==> src/rtl/edm_pkg.sv <==
// Shared EDM definitions: pulse class codes, gap FSM state encoding and feedback word layout.
// Also used by spi_slave_cmd to decode the feedback word.
package edm_pkg;

    localparam logic [1:0] PULSE_OPEN   = 2'd0;
    localparam logic [1:0] PULSE_NORMAL = 2'd1;
    localparam logic [1:0] PULSE_SHORT  = 2'd2;

    typedef enum logic [1:0] {
        ST_IDLE     = 2'd0,
        ST_WAIT     = 2'd1,
        ST_HOLD     = 2'd2,
        ST_CLASSIFY = 2'd3
    } gap_state_t;

    localparam int FB_OPEN_LSB   = 24;
    localparam int FB_NORMAL_LSB = 16;
    localparam int FB_SHORT_LSB  = 8;
    localparam int FB_SEQ_LSB    = 0;

    function automatic logic [7:0] sat_inc8(input logic [7:0] value);
        return (value == 8'hFF) ? value : value + 8'd1;
    endfunction

endpackage

==> src/rtl/gap_pulse_classifier.sv <==
// Per-pulse gap classifier: edge detection on pulse_on, breakdown-delay counting and
// the IDLE/WAIT/HOLD/CLASSIFY state machine that labels each pulse OPEN/NORMAL/SHORT.
module gap_pulse_classifier
    import edm_pkg::*;
#(
    parameter logic [15:0] V_BREAK_TH    = 16'd1200,
    parameter logic [15:0] I_BREAK_TH    = 16'd300,
    parameter int          SHORT_DLY_CYC = 8
) (
    input  logic        clk,
    input  logic        rst_n,
    input  logic        is_operation,
    input  logic        pulse_on,
    input  logic [15:0] sample_current,
    input  logic [15:0] sample_voltage,
    output logic [1:0]  pulse_class,
    output logic        pulse_class_valid,
    output logic        class_fire,
    output logic [1:0]  class_code
);

    localparam logic [7:0] SHORT_DLY = 8'(SHORT_DLY_CYC);

    gap_state_t  state;
    gap_state_t  state_next;
    logic        pulse_q;
    logic        pulse_prev;
    logic [15:0] current_q;
    logic [15:0] voltage_q;
    logic [7:0]  dly_cnt;
    logic [7:0]  dly_next;
    logic [1:0]  cls_pend;
    logic [1:0]  cls_next;
    logic        rise;
    logic        fall;
    logic        breakdown;
    logic [1:0]  bd_class;

    // Samples are registered alongside pulse_on so a breakdown seen at the pins in the
    // same cycle as the fall is judged in the same FSM cycle. The edge history resets
    // high so a pulse already on at reset release never looks like a rise.
    always_ff @(posedge clk or negedge rst_n) begin
        if (!rst_n) begin
            pulse_q    <= 1'b1;
            pulse_prev <= 1'b1;
            current_q  <= '0;
            voltage_q  <= '0;
        end else begin
            pulse_q    <= pulse_on;
            pulse_prev <= pulse_q;
            current_q  <= sample_current;
            voltage_q  <= sample_voltage;
        end
    end

    assign rise      = pulse_q && !pulse_prev;
    assign fall      = !pulse_q && pulse_prev;
    assign breakdown = (voltage_q < V_BREAK_TH) && (current_q > I_BREAK_TH);
    assign bd_class  = (dly_cnt < SHORT_DLY) ? PULSE_SHORT : PULSE_NORMAL;

    always_ff @(posedge clk or negedge rst_n) begin
        if (!rst_n) begin
            state    <= ST_IDLE;
            dly_cnt  <= '0;
            cls_pend <= PULSE_OPEN;
        end else begin
            state    <= state_next;
            dly_cnt  <= dly_next;
            cls_pend <= cls_next;
        end
    end

    always_comb begin
        state_next = state;
        dly_next   = dly_cnt;
        cls_next   = cls_pend;
        if (!is_operation) begin
            state_next = ST_IDLE;
        end else begin
            case (state)
                ST_IDLE: begin
                    if (rise) begin
                        state_next = ST_WAIT;
                        dly_next   = '0;
                    end
                end
                ST_WAIT: begin
                    // A breakdown coinciding with the fall still counts as a breakdown.
                    if (breakdown) begin
                        cls_next   = bd_class;
                        state_next = fall ? ST_CLASSIFY : ST_HOLD;
                    end else if (fall) begin
                        cls_next   = PULSE_OPEN;
                        state_next = ST_CLASSIFY;
                    end else if (dly_cnt != 8'hFF) begin
                        dly_next = dly_cnt + 8'd1;
                    end
                end
                ST_HOLD: begin
                    if (fall) begin
                        state_next = ST_CLASSIFY;
                    end
                end
                ST_CLASSIFY: begin
                    state_next = ST_IDLE;
                end
                default: begin
                    state_next = ST_IDLE;
                end
            endcase
        end
    end

    assign class_fire = (state == ST_CLASSIFY) && is_operation;
    assign class_code = cls_pend;

    always_ff @(posedge clk or negedge rst_n) begin
        if (!rst_n) begin
            pulse_class       <= PULSE_OPEN;
            pulse_class_valid <= 1'b0;
        end else begin
            pulse_class_valid <= class_fire;
            if (class_fire) begin
                pulse_class <= cls_pend;
            end
        end
    end

endmodule

==> src/rtl/gap_state_monitor.sv <==
// Gap state monitor: classifies each discharge pulse and publishes per-window class counts
// as a 32-bit feedback word with a one-cycle update strobe.
module gap_state_monitor
    import edm_pkg::*;
#(
    parameter logic [15:0] V_BREAK_TH    = 16'd1200,
    parameter logic [15:0] I_BREAK_TH    = 16'd300,
    parameter int          SHORT_DLY_CYC = 8,
    parameter int          WINDOW_PULSES = 100
) (
    input  logic        clk,
    input  logic        rst_n,
    input  logic        is_operation,
    input  logic        pulse_on,
    input  logic [15:0] sample_current,
    input  logic [15:0] sample_voltage,
    output logic [1:0]  pulse_class,
    output logic        pulse_class_valid,
    output logic [31:0] feedback_data,
    output logic        feedback_valid
);

    localparam logic [7:0] WINDOW_LAST = 8'(WINDOW_PULSES - 1);

    logic       class_fire;
    logic [1:0] class_code;
    logic [7:0] open_cnt;
    logic [7:0] normal_cnt;
    logic [7:0] short_cnt;
    logic [7:0] pulse_cnt;
    logic [7:0] seq;
    logic       publish_pend;

    gap_pulse_classifier #(
        .V_BREAK_TH    (V_BREAK_TH),
        .I_BREAK_TH    (I_BREAK_TH),
        .SHORT_DLY_CYC (SHORT_DLY_CYC)
    ) u_classifier (
        .clk               (clk),
        .rst_n             (rst_n),
        .is_operation      (is_operation),
        .pulse_on          (pulse_on),
        .sample_current    (sample_current),
        .sample_voltage    (sample_voltage),
        .pulse_class       (pulse_class),
        .pulse_class_valid (pulse_class_valid),
        .class_fire        (class_fire),
        .class_code        (class_code)
    );

    // The publish happens the cycle after the window's last classification, so it can
    // never coincide with another classification (the FSM needs a new rise first).
    always_ff @(posedge clk or negedge rst_n) begin
        if (!rst_n) begin
            open_cnt       <= '0;
            normal_cnt     <= '0;
            short_cnt      <= '0;
            pulse_cnt      <= '0;
            seq            <= '0;
            publish_pend   <= 1'b0;
            feedback_data  <= '0;
            feedback_valid <= 1'b0;
        end else begin
            feedback_valid <= 1'b0;
            if (!is_operation) begin
                open_cnt     <= '0;
                normal_cnt   <= '0;
                short_cnt    <= '0;
                pulse_cnt    <= '0;
                publish_pend <= 1'b0;
            end else if (publish_pend) begin
                feedback_data[FB_OPEN_LSB   +: 8] <= open_cnt;
                feedback_data[FB_NORMAL_LSB +: 8] <= normal_cnt;
                feedback_data[FB_SHORT_LSB  +: 8] <= short_cnt;
                feedback_data[FB_SEQ_LSB    +: 8] <= seq;
                feedback_valid <= 1'b1;
                seq            <= seq + 8'd1;
                open_cnt       <= '0;
                normal_cnt     <= '0;
                short_cnt      <= '0;
                pulse_cnt      <= '0;
                publish_pend   <= 1'b0;
            end else if (class_fire) begin
                case (class_code)
                    PULSE_OPEN:   open_cnt   <= sat_inc8(open_cnt);
                    PULSE_NORMAL: normal_cnt <= sat_inc8(normal_cnt);
                    PULSE_SHORT:  short_cnt  <= sat_inc8(short_cnt);
                    default:      open_cnt   <= open_cnt;
                endcase
                pulse_cnt    <= pulse_cnt + 8'd1;
                publish_pend <= (pulse_cnt == WINDOW_LAST);
            end
        end
    end

endmodule
==> config.mk <==
export PLATFORM = sky130hd
export DESIGN_NAME = gap_state_monitor
export DESIGN_NICKNAME = d
export VERILOG_FILES = /design/src/rtl/edm_pkg.sv /design/src/rtl/gap_pulse_classifier.sv /design/src/rtl/gap_state_monitor.sv
export SDC_FILE = /design/constraint.sdc
export NUM_CORES = 1
export LEC_CHECK = 0
export BUFFER_PORTS_ARGS = -buffer_cell sky130_fd_sc_hd__buf_2
export CAP_MARGIN = 30
export CORE_MARGIN = 5
export CORE_UTILIZATION = 50
export DETAILED_ROUTE_END_ITERATION = 8
export HOLD_SLACK_MARGIN = 0.08
export PLACE_DENSITY = 0.76
export SYNTH_ARGS = -nofsm -noshare
export SYNTH_HDL_FRONTEND = slang
export SYNTH_HIERARCHICAL = 1
export SYNTH_SLANG_ARGS = --single-unit
==> constraint.sdc <==
create_clock -name clk -period 3 [get_ports clk]
set_input_delay 0.3 -clock clk [delete_from_list [all_inputs] [get_ports clk]]
set_output_delay 0.3 -clock clk [all_outputs]
set_load 0.01 [all_outputs]
* Word level (Yosys, flattened, before mapping)
Index checks and enable logic that the tools add are counted.
** Storage, ports and cells
- Register bits after elaboration :: 123
- Bits of input ports :: 36
- Output and inout port bits :: 36
- Logic and storage cells :: 101
** Operators by class
- Add/sub/neg operators :: 6
- Order comparisons :: 3
- Equality and inequality tests :: 22
- Muxes and demuxes :: 37
- Reductions and logical operators :: 16
** Operators by type and width (count)
- two-way mux 8 bit :: 22
- adder 8 x 1 -> 8 bit (second input constant) :: 6
- equality test 8 bit (second input constant) :: 3
- > comparator 16 x 9 -> 1 bit (second input constant) :: 1
- less-than comparator 16 x 11 -> 1 bit (second input constant) :: 1
- one-hot mux 8 bit (2 select lines) :: 1
- two-way mux 2 bit :: 7
- inequality test 3 x 1 -> 1 bit (second input constant) :: 4
- AND reduction 3 bit :: 4
- inequality test 3 bit (second input constant) :: 3
- equality test 8 x 7 -> 1 bit (second input constant) :: 1
- less-than comparator 8 x 4 -> 1 bit (second input constant) :: 1
- inequality test 8 bit (second input constant) :: 1
- one-hot mux 2 bit (4 select lines) :: 1
- equality test 2 bit (second input constant) :: 3
- two-way mux 1 bit :: 6
- AND reduction 6 bit :: 1
- equality test 2 x 1 -> 1 bit (second input constant) :: 2
- logical AND 1 bit :: 4
- zero test 2 bit :: 2
- inequality test 2 x 1 -> 1 bit (second input constant) :: 2
- inequality test 2 bit (second input constant) :: 2
- nonzero test 2 bit :: 2
- inequality test 3 x 2 -> 1 bit (second input constant) :: 1
- other kinds (2) :: 3

* Depth between registers and ports, before layout
Gate-level depths: netlist (run 1).
- Depth in word-level cells :: 6
- Depth in mapped cells :: 7
- Gate-level depth less buffers :: 6

* Hierarchy
The synthesis (run 1) kept the hierarchy.
** By module, submodules not included
- gap_state_monitor :: times used 1, cells each 263, area an instance 3239.4 sq um, seq. area each 1851.8 sq um
- gap_pulse_classifier :: times used 1, cells each 134, area an instance 1677.9 sq um, seq. area each 1128.6 sq um

* Worst setup path after synthesis (run 1)
OpenSTA, ideal clock, no wires.
- Path type :: reg2reg
- From :: register u_classifier.pulse_q
- To :: register u_classifier.dly_cnt[3]
- Setup time :: 0.077 ns
- Arrival :: 1.828 ns
- Required time :: 2.923 ns
- Setup slack :: 1.095 ns
- Cell stages (with the launch flop) :: 7
- Path buffers :: 1
- Clock period less this slack :: 1.905 ns
- Cell sequence :: dfstp_2 > nand2b_1 > a21boi_1 > or3_1 > buf_2 > or4_1 > a21oi_1
** Between the ends
- Longest elaborated chain between the ends :: 4
- Elaborated cells between the ends (all ways) :: 6
- Those cells by class :: 2 x eq/ne; 4 x reduce/logical
** RTL lines
- start, declared :: RTL line gap_pulse_classifier.sv:26 : logic pulse_q;
- start signal, assigned :: RTL line gap_pulse_classifier.sv:49 : pulse_q <= pulse_on;
- zero test 1 bit :: RTL line gap_pulse_classifier.sv:57 : assign fall = !pulse_q && pulse_prev;
- logical AND 1 bit :: RTL line gap_pulse_classifier.sv:57
- inequality test 2 bit (no line)
- AND reduction 6 bit (no line) *
- end signal, assigned :: RTL line gap_pulse_classifier.sv:68 : dly_cnt <= dly_next;
- end, declared :: RTL line gap_pulse_classifier.sv:30 : logic [7:0] dly_cnt;
Every way passes the cells marked *; elsewhere a longest branch is shown, timed or not.
A chain may end at the register's enable or synchronous reset.

* Worst setup path in the final report (run 1)
- From :: input port is_operation
- To :: register open_cnt[7]
** Between the ends
- Longest elaborated chain between the ends :: 3
- Elaborated cells between the ends (all ways) :: 6
- Those cells by class :: 3 x eq/ne; 1 x mux; 2 x reduce/logical
** RTL lines
- start, declared :: RTL line gap_state_monitor.sv:13 : input logic is_operation,
- logical AND 1 bit :: RTL line gap_pulse_classifier.sv:114 : assign class_fire = (state == ST_CLASSIFY) && is_operation;
- named net class_fire :: RTL line gap_state_monitor.sv:25 : logic class_fire;
- inequality test 3 x 1 -> 1 bit (no line)
- AND reduction 3 bit (no line)
- end signal, assigned :: RTL line gap_state_monitor.sv:85 : PULSE_OPEN: open_cnt <= sat_inc8(open_cnt);
- end signal, assigned :: RTL line gap_state_monitor.sv:88 : default: open_cnt <= open_cnt;
- end, declared :: RTL line gap_state_monitor.sv:27 : logic [7:0] open_cnt;
The timed path passes the listed nets, and every way through them passes these cells.

==> flow_metrics.py, run 1 <==
metrics = {
    "clocking": {
        "cts_tree": "built",
        "cts_resized": 0,
        "clock_path_buffers": 2,
        "cts_root_buf": "clkbuf_8",
        "clock_latency_ps": 520,
        "cts_setup_buffers": 0,
        "htreeDepth": 4,
        "cts_buffers": 17,
        "clk_pin_slew_ps": 60,
        "clkSinkCount": 119,
        "ctsHoldBuffers": 31,
    },
    "yosys": {
        "ys.flop_type": "dfrtp_1",
        "ys_types": 46,
        "synth_area_leaders": "dfrtp_1 (60%), mux2_2 (8.0%), xor2_1 (2.8%), nor2_1 (2.6%), xnor2_1 (2.5%)",
        "synth_enable_flop_cells": 0,
        "synth-seq-cells": 119,
        "synth_xor_area_share_pct": 5.34,
        "yosys_warnings": 6,
        "async_reset_ff_share_pct": 100,
        "postSynthAreaPerCell_sq_um": 12.4,
        "synthAdderAreaFrac_pct": 1.78,
        "synth_mux_area_share_pct": 9.44,
        "synth-compound-area-share_pct": 6.59,
        "synth_top_family_by_area": "simple AND/OR/NAND/NOR gates",
        "syn-cell-area_sq_um": 4920,
        "synth_top_area_cell": "dfrtp_1",
        "synth_top_area_share_pct": 59.5,
        "syn_nets": 440,
        "ys_seq_area_share_pct": 60.6,
        "synthCells": 397,
        "synth-simple-area-share_pct": 14.7,
    },
    "die": {
        "ios": 72,
        "die_area_sq_um": 11900,
        "num_rows": 36,
        "fp.dieH_um": 109,
        "start_util_pct": 50.8,
        "core_sq_um": 9680,
        "die_x_um": 109,
    },
    "global_routing": {
        "grt_pass1_wl_um": 16200,
        "gr-usage-all-layers_pct": 17.9,
        "grt_util_met3_pct": 5.51,
        "met1_usage_pct": 21.4,
        "grt.busiest_layer": "met2",
        "grt_start_max_net_pins": 63,
        "antenna_found_initial": 0,
        "use_met2_pct": 30.1,
        "grt_overflow": 0,
        "first_global_vias": 3459,
    },
    "cells_and_area": {
        "fill_cells": 701,
        "syn_to_final_growth_pct": 29.5,
        "final_common_cell": "dfrtp_1",
        "postLayoutCellArea_sq_um": 6370,
        "insertedDiodeCount": 0,
        "final_nets": 549,
        "drive_above_1_share_pct": 28.1,
        "layout_common_cells": "dfrtp_1 (117), buf_2 (66), mux2_2 (35)",
    },
    "timing": {
        "fin_crit_sh_pct": 72.8,
        "fmax_ghz": 0.458,
        "finClkSkew_ps": 4.16,
        "fin_crit_ps": 2180,
        "slew_viol_final": 0,
        "hold_viol_final": 0,
        "slew_headroom_pct": 51.1,
        "setup_tns_ps": 0,
        "worst_pin_slew_ps": 734,
        "finalSetupViolCount": 0,
        "grt_setup_unrepaired": "false",
    },
    "setup_path": {
        "crit_chain": "dlygate4sd3_1, buf_2, nand3_1, inv_1, nor3b_4, o21ai_2, or4_1, a21oi_1",
        "critPathTopFamily": "simple AND/OR/NAND/NOR gates",
        "startpoint": "is_operation",
        "critical-path-slowest-cell": "dlygate4sd3_1",
        "worst-setup-path-type": "in -> reg",
        "crit_path_start_kind": "primary input",
        "critPathArrivalTime_ps": 2630,
        "crit_buf_inv": 3,
        "cp-end-kind": "flop",
        "slowest_delay_ps": 530,
        "rr_startpoint": "u_classifier/state[0]",
        "cp_data_required_time_ps": 3440,
        "cp_max_fo": 9,
    },
    "pwr": {
        "pwr-share-clk_pct": 54.5,
        "p_leak_nw": 3.05,
        "p_sw_share_pct": 21.0,
        "intPower_mw": 3.18,
        "power_switching_mw": 0.847,
        "combPwrFrac_pct": 4.0,
        "p_total_mw": 4.03,
        "powerDensity_nw_per_um2": 632,
        "seqPwrFrac_pct": 41.5,
        "ir_worst_vdd_mv": 0.449,
    },
    "route": {
        "vias": 3407,
        "wl_per_cell_um": 14.9,
        "drt_iter0_drc": 252,
        "vias_per_cell": 5.23,
        "ant_nets": 0,
        "finalWirelength_um": 9690,
        "drc": 0,
        "firstDrtPassIters": 5,
    },
    "outcome": {
        "status": "completed",
    },
    "placed_design": {
        "gp_congestion": 0.771,
        "io_buffers": 67,
        "placed_area_sq_um": 5410,
        "post-dp-hpwl_um": 6340,
    },
    "min_path": {
        "hp-class": "reg -> reg",
        "holdCritStartpoint": "u_classifier/pulse_q",
    },
    "run": {
        "cap_viol_max_count": 0,
    },
}
==> area by class of cell <==
type                            instances  area [sq um]  share of cell area (%)
Inverter                                6          22.5                   0.354
Sequential cell                       119          2980                    46.8
Clock inverter                         14           223                    3.50
Clock buffer                           18           428                    6.72
Tap cell                              133           166                    2.61
Multi-Input combinational cell        260          1860                    29.2
Timing Repair Buffer                  102           691                    10.8
==> sequential cells by signal (all words and copies together), names as in the netlist <==
name / count
feedback_data: 32
feedback_valid: 1
normal_cnt: 8
open_cnt: 8
publish_pend: 1
pulse_cnt: 8
seq: 8
short_cnt: 8
u_classifier/class_code: 2
u_classifier/current_q: 16
u_classifier/dly_cnt: 8
u_classifier/pulse_class: 2
u_classifier/pulse_class_valid: 1
u_classifier/pulse_prev: 1
u_classifier/pulse_q: 1
u_classifier/state: 2
u_classifier/voltage_q: 12
==> metrics by stage <==
step / hold WS [ps] / util, % / instances / worst slack (ps)
finish: 385 / 65.8 / 652 / 815
global route: 387 / 65.8 / 652 / 728
CTS: 383 / 65.8 / 652 / 834
detailed placement: 374 / 55.9 / 589 / 873
global placement: 376 / 55.9 / 589 / 931
floorplan: 4.41 / - / 397 / 1090
==> worst paths after layout <==
kind	slack [ps]	cells after the start	end
worst max register to register	870	6	open_cnt[7]
min in group asynchronous	400	2	u_classifier/current_q[2]
max in group asynchronous	1830	3	normal_cnt[5]
worst max-delay path	820	8	open_cnt[7]
worst min register to register	380	0	u_classifier/pulse_prev
worst min-delay path	380	0	u_classifier/pulse_prev
==> synthesized netlist by cell type (all sizes together), types with 2 or more instances <==
library cell,number
a211oi,4
a21oi,10
and2,5
and3,5
buf,3
clkbuf,9
dfrtp,117
dfstp,2
ha,7
inv,6
mux2,35
mux2i,7
nand2,20
nand2b,7
nand3,16
nand3b,2
nand4,5
nor2,34
nor2b,4
nor3,8
nor3b,2
nor4,4
nor4b,3
o2111ai,4
o211ai,7
o21ai,11
o31ai,6
or3,7
or4,6
xnor2,14
xor2,16
==> metal layers <==
metal,part of all wire [%],routed length [um],vias to the layer above
li1,-,-,1642
met1,42,4100,1675
met2,52,5050,77
met3,4.0,387,13
met4,1.6,153,0
met5,0,0,-
==> power groups by stage <==
stage | Sequential (mW) | Combinational, mW | Clock, mW
floorplan | 1.70 | 0.0539 | 0
global placement | 1.70 | 0.126 | 0
detailed placement | 1.70 | 0.131 | 0
CTS | 1.67 | 0.164 | 2.23
global route | 1.68 | 0.182 | 2.31
finish | 1.67 | 0.162 | 2.19
==> kinds of logic after synthesis <==
group           Yosys count
simple gates            134
flops                   119
compound gates           47
mux                      42
xor+xnor                 30
buf+inv                  18
fa+ha+maj                 7
Power figures use the tool's default switching activity.
==> inputs of run 2 (changes only) <==
- clock period: 3 -> 2.15 ns (I/O delays scaled with it)
==> run 2 against run 1 <==
Total power grew 30%. Non-clock buffer count grew 4. Critical endpoint is now u_classifier/dly_cnt[3]. Core utilization shrank 0.17 points. Count of clock-buffer cells in the layout grew 2. Setup slack lost 710 ps. Global-route usage grew 0.36 points. Clock skew grew 2.8 ps. Wire length grew 0.60%. Cell area shrank 0.26%.
==> flow_metrics.py, run 2 (same netlist as run 1, synthesis figures left out) <==
metrics = {
    "global_routing": {
        "grt_overflow": 0,
        "first_global_vias": 3478,
        "gr-usage-all-layers_pct": 18.2,
        "grt_start_max_net_pins": 47,
        "grt_pass1_wl_um": 16500,
        "antenna_found_initial": 0,
    },
    "pwr": {
        "powerDensity_nw_per_um2": 825,
        "ir_worst_vdd_mv": 0.472,
        "p_leak_nw": 3.05,
    },
    "timing": {
        "setup_tns_ps": 0,
        "fin_crit_sh_pct": 95.2,
        "slew_viol_final": 0,
        "slew_headroom_pct": 60.7,
        "fin_crit_ps": 2050,
        "fin_ws_ps": 103,
        "finalSetupViolCount": 0,
        "hold_viol_final": 0,
        "worst_pin_slew_ps": 590,
        "finClkSkew_ps": 6.98,
        "grt_setup_unrepaired": "false",
        "fmax_ghz": 0.488,
    },
    "cells_and_area": {
        "insertedDiodeCount": 0,
        "largestRegisters": "feedback_data x32, u_classifier/current_q x16, u_classifier/voltage_q x12",
        "largest_register": "feedback_data",
        "drive_above_1_share_pct": 28.9,
        "syn_to_final_growth_pct": 29.2,
        "final_common_cell": "dfrtp_1",
        "fill_cells": 704,
        "layout_common_cells": "dfrtp_1 (117), buf_2 (66), mux2_2 (35)",
        "final_nets": 553,
        "multi_input_area_sq_um": 1870,
        "largest_reg_flops": 32,
        "area.sequential_sq_um": 2980,
    },
    "route": {
        "drc": 0,
        "vias_per_cell": 5.20,
        "drt_iter0_drc": 146,
        "finalWirelength_um": 9750,
        "firstDrtPassIters": 4,
        "ant_nets": 0,
        "wl_per_cell_um": 14.9,
        "vias": 3414,
    },
    "clocking": {
        "htreeDepth": 4,
        "clk_pin_slew_ps": 60,
        "cts_buffers": 17,
        "cts_tree": "built",
        "clock_latency_ps": 510,
        "clock_path_buffers": 2,
        "clkSinkCount": 119,
        "cts_root_buf": "clkbuf_8",
    },
    "die": {
        "die_x_um": 109,
        "die_area_sq_um": 11900,
        "fp.dieH_um": 109,
        "core_sq_um": 9680,
        "start_util_pct": 50.8,
        "ios": 72,
        "num_rows": 36,
    },
    "setup_path": {
        "r2r_cells": 5,
        "cp_max_fo": 8,
        "cp-end-kind": "flop",
        "cp_data_required_time_ps": 2570,
        "critPathArrivalTime_ps": 2470,
        "worst-setup-path-type": "reg -> reg",
        "crit_path_start_kind": "flop",
    },
    "run": {
        "cap_viol_max_count": 0,
    },
    "min_path": {
        "hp-class": "in -> async",
    },
    "placed_design": {
        "gp_congestion": 0.846,
        "dpl_worst_slack_ps": 129,
        "post-dp-hpwl_um": 6170,
        "io_buffers": 67,
    },
    "outcome": {
        "status": "completed",
    },
}
-- run 2: changes by cell type in the layout (fill, tap and decap cells not counted), sizes merged --
cell,delta
bufinv,-3
clkinv,+2
clkbuf,+2
inv,-1
buf,+4
-- run 2: final timing paths --
check                                      from  slack, ps                        end
max                        u_classifier/pulse_q        100    u_classifier/dly_cnt[3]
min                                       rst_n        260  u_classifier/current_q[4]
max reg2reg                u_classifier/pulse_q        100    u_classifier/dly_cnt[3]
min reg2reg                u_classifier/pulse_q        380    u_classifier/pulse_prev
max in group asynchronous                 rst_n       1260              normal_cnt[7]
min in group clk              sample_voltage[7]        340  u_classifier/voltage_q[7]
-- run 2: routing by layer --
metal  GRT usage (%)  up-vias  routed length [um]  part of all wire [%]
li1                -     1640                   -                     -
met1            22.0     1701                4200                    43
met2            30.4       60                5080                    52
met3            5.45       13                 304                   3.1
met4            7.75        0                 164                   1.7
met5               0        -                   0                     0
-- run 2: layout make-up --
type	count	share of cell area, %
Inverter	6	0.354
Multi-Input combinational cell	260	29.4
Clock buffer	20	7.01
Clock inverter	12	1.99
Tap cell	133	2.62
Timing Repair Buffer	106	11.7
Sequential cell	119	46.9
-- run 2: per-stage QoR --
| step | area [sq um] | power, mW | util (%) | std cells | hold slack [ps] |
|---|---|---|---|---|---|
| global placement | 5460 | 2.55 | 56.4 | 593 | 248 |
| CTS | 6350 | 5.30 | 65.5 | 656 | 254 |
| detailed placement | 5460 | 2.56 | 56.4 | 593 | 253 |
| global route | 6350 | 5.46 | 65.6 | 656 | 294 |
| finish | 6350 | 5.24 | 65.6 | 656 | 256 |
| floorplan | 4920 | 2.44 | - | 397 | -80.6 |
-- run 2: where the power goes --
part | leakage [nW] | switching, mW | internal, mW | total (mW)
Combinational | 1.21 | 0.126 | 0.113 | 0.239
Sequential | 1.58 | 0.0400 | 2.30 | 2.34
Clock | 0.269 | 0.964 | 1.70 | 2.66
-- run 2: repair_timing --
action	in CTS	in global routing
hold endpoints to repair	76	0
hold buffers	31	0
endpoints found under the setup margin	0	6
buffers inserted	0	0
resized for setup	0	3
-- run 2: critical path, stage by stage (launching register included) --
cell and delay (ps):
dfstp_2 550, or2b_1 150, a21boi_1 100, or3_1 480
or4_1 530, a21oi_1 170
